## src/rtl/mod12_job_arbiter.sv

```systemverilog
// mod12_job_arbiter
//   Shares one external mod-12 up/down counter between two requesters.
//   Each requester submits a job (start value, direction, step count). The
//   block grants round-robin, loads the counter, lets it run for the requested
//   number of steps and reports the final count. The counter has no enable, so
//   whenever no job is running the block holds it by reloading its own value.
//
// Ports
//   clk, rst_n                  clock, asynchronous active-low reset
//   req0/dir0/start0/steps0     requester 0: level request and job fields
//   req1/dir1/start1/steps1     requester 1: level request and job fields
//   gnt[1:0]                    one-hot owner of the counter (grant..DONE/ERR)
//   done[1:0]                   one-cycle completion pulse to the owner
//   err                         qualifies done: job rejected (start > CNT_MAX)
//   result[3:0]                 final counter value, valid while done != 0
//   busy                        job in progress
//   cnt_load/cnt_mode/cnt_datain  counter controls (mode 1 = up)
//   cnt_dataout                 counter current value

module mod12_job_arbiter #(
    parameter int STEP_W  = 5,
    parameter int CNT_MAX = 11
) (
    input  logic              clk,
    input  logic              rst_n,
    input  logic              req0,
    input  logic              dir0,
    input  logic [3:0]        start0,
    input  logic [STEP_W-1:0] steps0,
    input  logic              req1,
    input  logic              dir1,
    input  logic [3:0]        start1,
    input  logic [STEP_W-1:0] steps1,
    output logic [1:0]        gnt,
    output logic [1:0]        done,
    output logic              err,
    output logic [3:0]        result,
    output logic              busy,
    output logic              cnt_load,
    output logic              cnt_mode,
    output logic [3:0]        cnt_datain,
    input  logic [3:0]        cnt_dataout
);

    localparam logic [3:0] CNT_MAX_L = 4'(CNT_MAX);

    typedef enum logic [2:0] {
        S_IDLE,
        S_LOAD,
        S_RUN,
        S_DONE,
        S_ERR
    } state_t;

    state_t            state;
    logic              rr_last;     // requester granted most recently
    logic              owner;
    logic [STEP_W-1:0] remaining;
    logic [3:0]        result_q;

    logic              job_dir;
    logic [3:0]        job_start;
    logic [STEP_W-1:0] job_steps;

    logic              any_req;
    logic              win;
    logic              win_dir;
    logic [3:0]        win_start;
    logic [STEP_W-1:0] win_steps;
    logic              grant;

    // Arbitration: a lone requester wins; on contention the one not granted
    // last time wins.
    always_comb begin
        any_req   = req0 | req1;
        win       = (req0 && req1) ? ~rr_last : req1;
        win_dir   = win ? dir1   : dir0;
        win_start = win ? start1 : start0;
        win_steps = win ? steps1 : steps0;
        grant     = (state == S_IDLE) && any_req;
    end

    // Job fields are sampled only at the grant edge.
    always_ff @(posedge clk) begin
        if (grant) begin
            job_dir   <= win_dir;
            job_start <= win_start;
            job_steps <= win_steps;
        end
    end

    always_ff @(posedge clk or negedge rst_n) begin
        if (!rst_n) begin
            state     <= S_IDLE;
            gnt       <= 2'b00;
            done      <= 2'b00;
            err       <= 1'b0;
            busy      <= 1'b0;
            rr_last   <= 1'b1;
            owner     <= 1'b0;
            remaining <= '0;
            result_q  <= 4'd0;
        end else begin
            done <= 2'b00;
            err  <= 1'b0;
            case (state)
                S_IDLE: begin
                    if (any_req) begin
                        owner   <= win;
                        rr_last <= win;
                        gnt     <= win ? 2'b10 : 2'b01;
                        busy    <= 1'b1;
                        if (win_start <= CNT_MAX_L) begin
                            state <= S_LOAD;
                        end else begin
                            // Rejected job: report immediately, counter untouched.
                            state <= S_ERR;
                            done  <= win ? 2'b10 : 2'b01;
                            err   <= 1'b1;
                        end
                    end
                end
                S_LOAD: begin
                    remaining <= job_steps;
                    if (job_steps == '0) begin
                        state <= S_DONE;
                        done  <= owner ? 2'b10 : 2'b01;
                    end else begin
                        state <= S_RUN;
                    end
                end
                S_RUN: begin
                    remaining <= remaining - STEP_W'(1);
                    if (remaining == STEP_W'(1)) begin
                        state <= S_DONE;
                        done  <= owner ? 2'b10 : 2'b01;
                    end
                end
                S_DONE, S_ERR: begin
                    result_q <= cnt_dataout;
                    state    <= S_IDLE;
                    gnt      <= 2'b00;
                    busy     <= 1'b0;
                end
                default: state <= S_IDLE;
            endcase
        end
    end

    // Counter drive is a pure decode of state and the latched job; every
    // state other than LOAD/RUN reloads the counter with its own value.
    always_comb begin
        cnt_load   = 1'b1;
        cnt_mode   = 1'b0;
        cnt_datain = cnt_dataout;
        case (state)
            S_LOAD: begin
                cnt_datain = job_start;
                cnt_mode   = job_dir;
            end
            S_RUN: begin
                cnt_load = 1'b0;
                cnt_mode = job_dir;
            end
            default: ;
        endcase
    end

    // During DONE/ERR the counter already holds the final value.
    assign result = (state == S_DONE || state == S_ERR) ? cnt_dataout : result_q;

endmodule
```

## config.mk

```make
export PLATFORM = sky130hd
export DESIGN_NAME = mod12_job_arbiter
export DESIGN_NICKNAME = d
export VERILOG_FILES = /design/src/rtl/mod12_job_arbiter.sv
export SDC_FILE = /design/constraint.sdc
export NUM_CORES = 1
export LEC_CHECK = 0
export CAP_MARGIN = 20
export CORE_AREA = 2 2 65 67
export DETAILED_ROUTE_END_ITERATION = 7
export DIE_AREA = 0 0 67 69
export PLACE_DENSITY = 0.67
export REMOVE_ABC_BUFFERS = 1
export SYNTH_ARGS = -nofsm -noshare
export SYNTH_HDL_FRONTEND = slang
export SYNTH_SLANG_ARGS = --single-unit
```

## constraint.sdc

```tcl
create_clock -name clk -period 2.3 [get_ports clk]
set_input_delay 0.23 -clock clk [delete_from_list [all_inputs] [get_ports clk]]
set_output_delay 0.23 -clock clk [all_outputs]
set_load 0.02 [all_outputs]
```

# Word level (Yosys, flattened, before mapping)
# Cells that the tools add are included.
# Widths: inputs -> output; s select.
[totals]
regBits = 30
in_bits = 28
output_inout_bits = 16
elab_cells = 63
[classes]
n_addsub = 1
n_lt_le_gt_ge = 1
n_eq_ne = 7
muxes = 28
bitwise_logic = 2
n_reduce_logical = 12
[op_table]
columns = ["operator", "n"]
rows = [
  ["$mux 2", 7],
  ["$mux 4", 3],
  ["$pmux 5 s2", 1],
  ["$mux 1", 9],
  ["$mux 3", 3],
  ["$pmux 3 s3", 1],
  ["$eq 3x2->1 const B", 2],
  ["$pmux 2 s3", 1],
  ["$reduce_and 2->1", 3],
  ["$eq 5x1->1 const B", 1],
  ["$logic_not 5->1", 1],
  ["$mux 5", 1],
  ["$sub 5x1->5 const B", 1],
  ["$le 4x4->1 const B", 1],
  ["$ne 2x2->1 const B", 2],
  ["$pmux 2 s2", 1],
  ["$reduce_bool 2->1", 2],
  ["$reduce_or 2->1", 2],
  ["$eq 3x1->1 const B", 1],
  ["$eq 3x3->1 const B", 1],
  ["$logic_not 3->1", 1],
  ["$logic_and 1x1->1", 2],
  ["$pmux 1 s2", 1],
  ["$logic_or 1x1->1", 1],
  ["2 further kinds", 2],
]

# Longest topological paths before layout
# Gate-level depths: netlist (run 1).
[logic_depth]
ltp_word = 7
mapped_depth = 6
mapped_depth_nobuf = 6

# Worst setup path before layout (run 1)
# Ideal clock, no wire load.
[synth_timing]
path_type = "register -> register"
start = "reg state[1]"
end = "reg job_dir, enable pin"
setup_ps = 341
arrival_ps = 1224
t_required_ps = 1959
path_slack_ps = 735
stages_incl_launch_ff = 5
n_path_buf = 1
synth_period_minus_slack_ps = 1565
path_cell_list = "dfrtp_1 buf_6 nor3_2 o21ai_1 inv_1"
[synth_between]
elab_chain_len = 2
[synth_lines]
columns = ["item", "line_no", "text"]
rows = [
  ["start, declared", "55", "state_t state;"],
  ["start signal, assigned", "94", "state <= S_IDLE;"],
  ["start signal, assigned", "114", "state <= S_LOAD;"],
  ["start signal, assigned", "117", "state <= S_ERR;"],
  ["$logic_not 3->1", "80", "grant = (state == S_IDLE) && any_req;"],
  ["$logic_and 1x1->1", "80", ""],
  ["via grant", "70", "logic grant;"],
  ["end signal, assigned", "86", "job_dir <= win_dir;"],
  ["end, declared", "61", "logic job_dir;"],
]
# The timed path passes the listed nets, and every way through them passes these cells.
# A chain may end at the register's enable or synchronous reset.

# Final worst setup path (run 1)
[layout_timing]
start = "reg state[1]"
end = "out result[1]"
[layout_between]
elab_chain_len = 3
word_cells_on_any_way = 4
cone_classes = "eq/ne (2); mux (1); reduce/logical (1)"
[layout_lines]
columns = ["item", "line_no", "text"]
rows = [
  ["$eq 3x2->1 or $eq 3x3->1 (tied branches)", "170", "assign result = (state == S_DONE || state == S_ERR) ? cnt_dataout : result_q;"],
  ["$logic_or 1x1->1 (*)", "170", ""],
  ["$mux 4 (*)", "170", ""],
  ["end, declared", "37", "output logic [3:0] result,"],
]
# Mark *: on every way between the ends. The rest lies on a longest branch, timed or not.

==> results.txt, run 1 <==
Worst-path clk slew: 60 ps
row count: 23
diodes inserted: 0
Synth Register Bits: 30
status: finished, final reports clean
Die X: 67 um
vias per inst: 4.99
initial core utilization: 0.381
PwrDens: 1210 nW/um^2
Worst setup EP type: primary output
Finish-stage setup viols: 0
DRC viols: 0
share of cells above drive strength 1: 0.236
DIE AREA: 4620 um^2
Pleak: 0.895 nW
Antenna Nets Post-Route: 0
distinct cell type count after synthesis: 42
Final Max Slew Viols: 0
post-DP HPWL: 2490 um
Die Span Y: 69 um
Slew HR: 0.676
highest-count cells in the layout ignoring fill and taps: clkdlybuf4s50_1, nand2_1, dfrtp_1
unrepaired setup endpoints after global routing: false
Required @ worst endpoint: 2070 ps
post-synthesis cell area: 1490 um^2
final instance area: 2100 um^2
clk sinks: 30
Core ar.: 3910 um^2
Worst Path Max Fanout: 10
Initial DRC Count: 24
grt total ovfl: 0
Vias: 1157
post-synthesis cell count: 127
number of synthesized flops with an enable pin: 10
H-tree lvl count: 2
commonest non-fill, non-tap cell in the layout: clkdlybuf4s50_1
Ys Warns: 0
Fin. Hold Viols: 0
first-pass GRT wire length: 5640 um
critical path class: flip-flop to primary output
Worst-Margin Slew: 481 ps
PnR worst setup slack: 176 ps
placed cell area: 2000 um^2
Peak VDD IR: 0.526 mV
Final min period: 2120 ps
Mapped Avg Cell Area: 11.8 um^2
largest net degree at the start of global routing: 21
CTS root buf: clkbuf_8
sequential area share after synthesis: 0.537
pre-CTS WS: 237 ps
CP Launch Type: flip-flop
global-route usage over all layers: 0.162
Post-synth top flop: dfrtp_1
CTS tree: done
period utilization: 0.923
vias in the first global route: 1192
Area Growth Syn to Fin: 41.0%
R2R depth: 4
initial antenna violation count: 0
TritonCTS buffer count: 5
hold crit path type: input pin to asynchronous set/reset pin
wire length per cell: 13.9 um
ys async rst share: 0.667
Nets: 211
clk buf depth: 2
drt pass-1 iters: 4
worst reg-to-reg setup slack: 450 ps
final setup TNS: 0 ps
final wirelength: 3240 um
Max Cap Violations: 0
Port Buffers: 43
Boundary Pins: 44
Final Skew: 3.69 ps
Arr. time, crit path: 1890 ps
f_max: 471 MHz
routability-driven placement congestion ratio: 0.877
insertion delay to the later sink of the worst-skew pair: 280 ps
fillcell total: 350
worst max-delay path: stages, from the launching register on:
cell,delay (ps)
dfrtp_2,470
nand2_1,80
nor2_1,40
a21oi_2,190
buf_4,170
mux2_2,340
dlygate4sd2_1,320
per-stage QoR:
stage / hold slack [ps] / util / total power [mW] / cells
floorplan: -65.6 / - / 1.65 / 122
global placement: 453 / 0.511 / 2.14 / 223
detailed placement: 446 / 0.511 / 2.17 / 223
CTS: 295 / 0.534 / 2.57 / 232
global route: 327 / 0.538 / 2.70 / 232
finish: 286 / 0.538 / 2.54 / 232
synthesized netlist by cell type, types with 2 or more instances:
master    number  area, um^2
dfrtp_1       19         475
nor3b_1        2        15.0
edfxtp_1      10         300
nand2_1       20        75.1
buf_6          3        33.8
nor2_1        10        37.5
a21oi_2        2        17.5
inv_1          4        15.0
a311oi_1       2        17.5
ha_1           2        25.0
nor3_1         3        15.0
o21ai_0        2        10.0
mux2_2        15         169
a21boi_2       2        22.5
a21oi_1        4        20.0
sequential cells by signal (all words and copies together), names as in the netlist:
name       count
owner          1
job_start      4
job_steps      5
rr_last        1
state          3
err            1
busy           1
result_q       4
job_dir        1
gnt            2
done           2
remaining      5
layout make-up:
type | instances | area (um^2) | share of cell area
Tap cell | 50 | 62.6 | 0.0297
Inverter | 5 | 18.8 | 0.00892
Timing Repair Buffer | 52 | 509 | 0.242
Sequential cell | 30 | 805 | 0.382
Clock buffer | 6 | 72.6 | 0.0345
Multi-Input combinational cell | 87 | 628 | 0.298
Clock inverter | 2 | 8.76 | 0.00416
worst paths after layout:
| kind | start | to |
|---|---|---|
| max | state[1] | result[1] |
| min | rst_n | remaining[1] |
| max reg2reg | state[2] | job_start[3] |
| min reg2reg | owner | done[0] |
| max in group asynchronous | rst_n | rr_last |
| min in group clk | owner | done[0] |
layer usage:
metal,wire (um),GRT usage
met5,0,0
met4,46,0.0794
met3,177,0.0440
met2,1570,0.252
met1,1440,0.205
cells by family after synthesis:
kind of cell    share of synthesized area
mux                                 0.113
simple gates                        0.172
buf+inv                            0.0436
compound gates                      0.117
fa+ha+maj                          0.0168
flops                               0.537
report_power, final:
group          switching (mW)  leakage (nW)  internal (mW)
Combinational           0.629         0.521          0.582
Sequential              0.143         0.332          0.793
Clock                   0.187        0.0426          0.207
Total                   0.959         0.895           1.58
repair_timing:
item	in CTS	in global routing
hold buffers	0	0
endpoints found under the setup margin	9	6
setup buffers	1	0
gates resized for setup	5	7
Power figures use the tool's default switching activity.
==> run 2: changes to the inputs <==
--- a/config.mk
+++ b/config.mk
@@ -9,8 +9,10 @@
 export CORE_AREA = 2 2 65 67
 export DETAILED_ROUTE_END_ITERATION = 7
 export DIE_AREA = 0 0 67 69
+export GPL_ROUTABILITY_DRIVEN = 0
 export PLACE_DENSITY = 0.67
 export REMOVE_ABC_BUFFERS = 1
+export SLEW_MARGIN = 30
 export SYNTH_ARGS = -nofsm -noshare
 export SYNTH_HDL_FRONTEND = slang
 export SYNTH_SLANG_ARGS = --single-unit
==> results of run 2 <==
The final DEF is identical to that of run 1; final timing and power are the same.
==> run 3: changes to the inputs <==
==> constraint.sdc (replaced) <==
create_clock -name clk -period 2.1 [get_ports clk]
set_input_delay 0.21 -clock clk [delete_from_list [all_inputs] [get_ports clk]]
set_output_delay 0.21 -clock clk [all_outputs]
set_load 0.02 [all_outputs]
==> results.txt, run 3 (synthesis gave the netlist of run 1 again) <==
Vias: 1212 (was 1157)
grt total ovfl: 0 (unchanged)
worst hold slack: 272 ps (was 286 ps)
vias per inst: 5.11 (was 4.99)
Finished Core Util: 0.539 (was 0.538)
Switching Power: 1.06 mW (was 0.959 mW)
post-DP HPWL: 2510 um (was 2490 um)
vias in the first global route: 1209 (was 1192)
fillcell total: 344 (was 350)
highest-count cells in the layout ignoring fill and taps: clkdlybuf4s50_1, nand2_1, dfrtp_1 (unchanged)
Worst-Margin Slew: 529 ps (was 481 ps)
H-tree lvl count: 2 (unchanged)
DRC viols: 0 (unchanged)
final setup TNS: 0 ps (unchanged)
TritonCTS buffer count: 5 (unchanged)
Non-Filler Instances: 237 (was 232)
share of cells above drive strength 1: 0.262 (was 0.236)
most used cell, CP: nand2_1
largest net degree at the start of global routing: 21 (unchanged)
row count: 23 (unchanged)
initial core utilization: 0.381 (unchanged)
diodes inserted: 0 (unchanged)
Nets: 216 (was 211)
Slew HR: 0.644 (was 0.676)
cell internal pwr: 1.75 mW (was 1.58 mW)
Crit-path slowest cell: dfrtp_1 (was dfrtp_2)
DIE AREA: 4620 um^2 (unchanged)
Worst setup EP type: primary output (unchanged)
Final Skew: 3.89 ps (was 3.69 ps)
Arr. time, crit path: 1780 ps (was 1890 ps)
area of the multi-input gates: 628 um^2 (unchanged)
Core ar.: 3910 um^2 (unchanged)
Required @ worst endpoint: 1890 ps (was 2070 ps)
PwrDens: 1330 nW/um^2 (was 1210 nW/um^2)
drt pass-1 iters: 5 (was 4)
DP Cell Count: 227 (was 223)
Flop pwr share: 0.359 (was 0.368)
clk sinks: 30 (unchanged)
Hold Buf Count CTS: 0 (unchanged)
clk buf depth: 2 (unchanged)
Die X: 67 um (unchanged)
Finish-stage setup viols: 0 (unchanged)
Seq. cell area: 803 um^2 (was 805 um^2)
final wirelength: 3270 um (was 3240 um)
status: finished, final reports clean (unchanged)
top flop regs: job_steps (5), remaining (5) (unchanged)
Pleak: 0.870 nW (was 0.895 nW)
insertion delay to the later sink of the worst-skew pair: 280 ps (about the same)
Worst-path clk slew: 60 ps (about the same)
CTS root buf: clkbuf_8 (unchanged)
unrepaired setup endpoints after global routing: false (unchanged)
Logic pwr share: 0.485 (was 0.477)
Port Buffers: 43 (unchanged)
Peak VDD IR: 0.478 mV (was 0.526 mV)
f_max: 502 MHz
Worst Path Max Fanout: 8 (was 10)
commonest non-fill, non-tap cell in the layout: clkdlybuf4s50_1 (unchanged)
Area Growth Syn to Fin: 41.4% (was 41.0%)
Antenna Nets Post-Route: 0 (unchanged)
hold crit path type: input pin to asynchronous set/reset pin (unchanged)
CTS tree: done (unchanged)
Boundary Pins: 44 (unchanged)
Final Max Slew Viols: 0 (unchanged)
global-route usage over all layers: 0.158 (was 0.162)
Fin. Hold Viols: 0 (unchanged)
Initial DRC Count: 50 (was 24)
initial antenna violation count: 0 (unchanged)
Clock power frac: 0.156 (was 0.155)
Final min period: 1990 ps
first-pass GRT wire length: 5490 um (was 5640 um)
critical-path cell list: or3b_4, buf_4, nand2_1, nand2_1, dlygate4sd2_1 (was nand2_1, nor2_1, a21oi_2, buf_4, mux2_2, dlygate4sd2_1)
Tot Pwr: 2.82 mW (was 2.54 mW)
wire length per cell: 13.8 um (was 13.9 um)
Worst path max stage delay: 450 ps (was 470 ps)
period utilization: 0.948
CP Launch Type: flip-flop (unchanged)
switch share: 0.378 (was 0.377)
critical path class: flip-flop to primary output (unchanged)
Max Cap Violations: 0 (unchanged)
Die Span Y: 69 um (unchanged)
## run 3: cell count changes in the layout (fill, tap and decap cells not counted), sizes merged
cell / before / now
dlygate4sd2: 3 / 7
dlymetal6s2s: 6 / 0
clkbuf: 6 / 8
buf: 9 / 14
## run 3: per-stage QoR
stage | area, um^2 | setup WS [ps]
floorplan | 1450 | 373
global placement | 2030 | 135
detailed placement | 2030 | 124
CTS | 2120 | 5.38
global route | 2110 | 26.4
finish | 2110 | 109
## run 3: critical path, delay by kind of cell, from the launching register on
kind | cells | cell delay (ps)
buf+inv | 2 | 490
flops | 1 | 450
simple gates | 3 | 550
## run 3: timing repair
item / 4_1_cts / 5_1_grt
setup endpoints to repair: 9 / 2
gates resized for setup: 12 / 3
pin swaps: 0 / 0
setup buffers: 2 / 0
gates cloned: 0 / 0
## run 3: per-layer routing
metal | share of wire | GRT usage | wire length [um] | up-vias
met2 | 0.47 | 0.239 | 1530 | 52
met5 | 0 | 0 | 0 | -
li1 | - | - | - | 575
met4 | 0.025 | 0.0726 | 83 | 0
met1 | 0.44 | 0.204 | 1430 | 575
met3 | 0.067 | 0.0506 | 219 | 10
## run 3: area by class of cell
class	instances	share of cell area
Sequential cell	30	0.381
Timing Repair Buffer	57	0.245
Multi-Input combinational cell	87	0.298
Clock buffer	6	0.0344
Clock inverter	2	0.00415
Inverter	5	0.00889
Tap cell	50	0.0296
## run 3: path summary, 6_finish.rpt
kind                       slack (ps)  cells after the start  startpoint             to
setup reg to reg                  510                      6    state[2]   remaining[3]
max in group asynchronous        1550                      2       rst_n        rr_last
min in group clk                  480                      1       owner        done[0]
setup / recovery                  110                      5    state[2]  cnt_datain[0]
hold reg to reg                   480                      1       owner        done[0]
hold / removal                    270                      2       rst_n   remaining[0]
## run 3: power groups by stage
stage / Clock, mW / Combinational (mW) / Sequential [mW]
global route: 0.471 / 1.49 / 1.04
finish: 0.438 / 1.37 / 1.01
CTS: 0.450 / 1.38 / 1.01
global placement: 0 / 1.39 / 1.01
detailed placement: 0 / 1.41 / 1.02
floorplan: 0 / 0.767 / 1.04
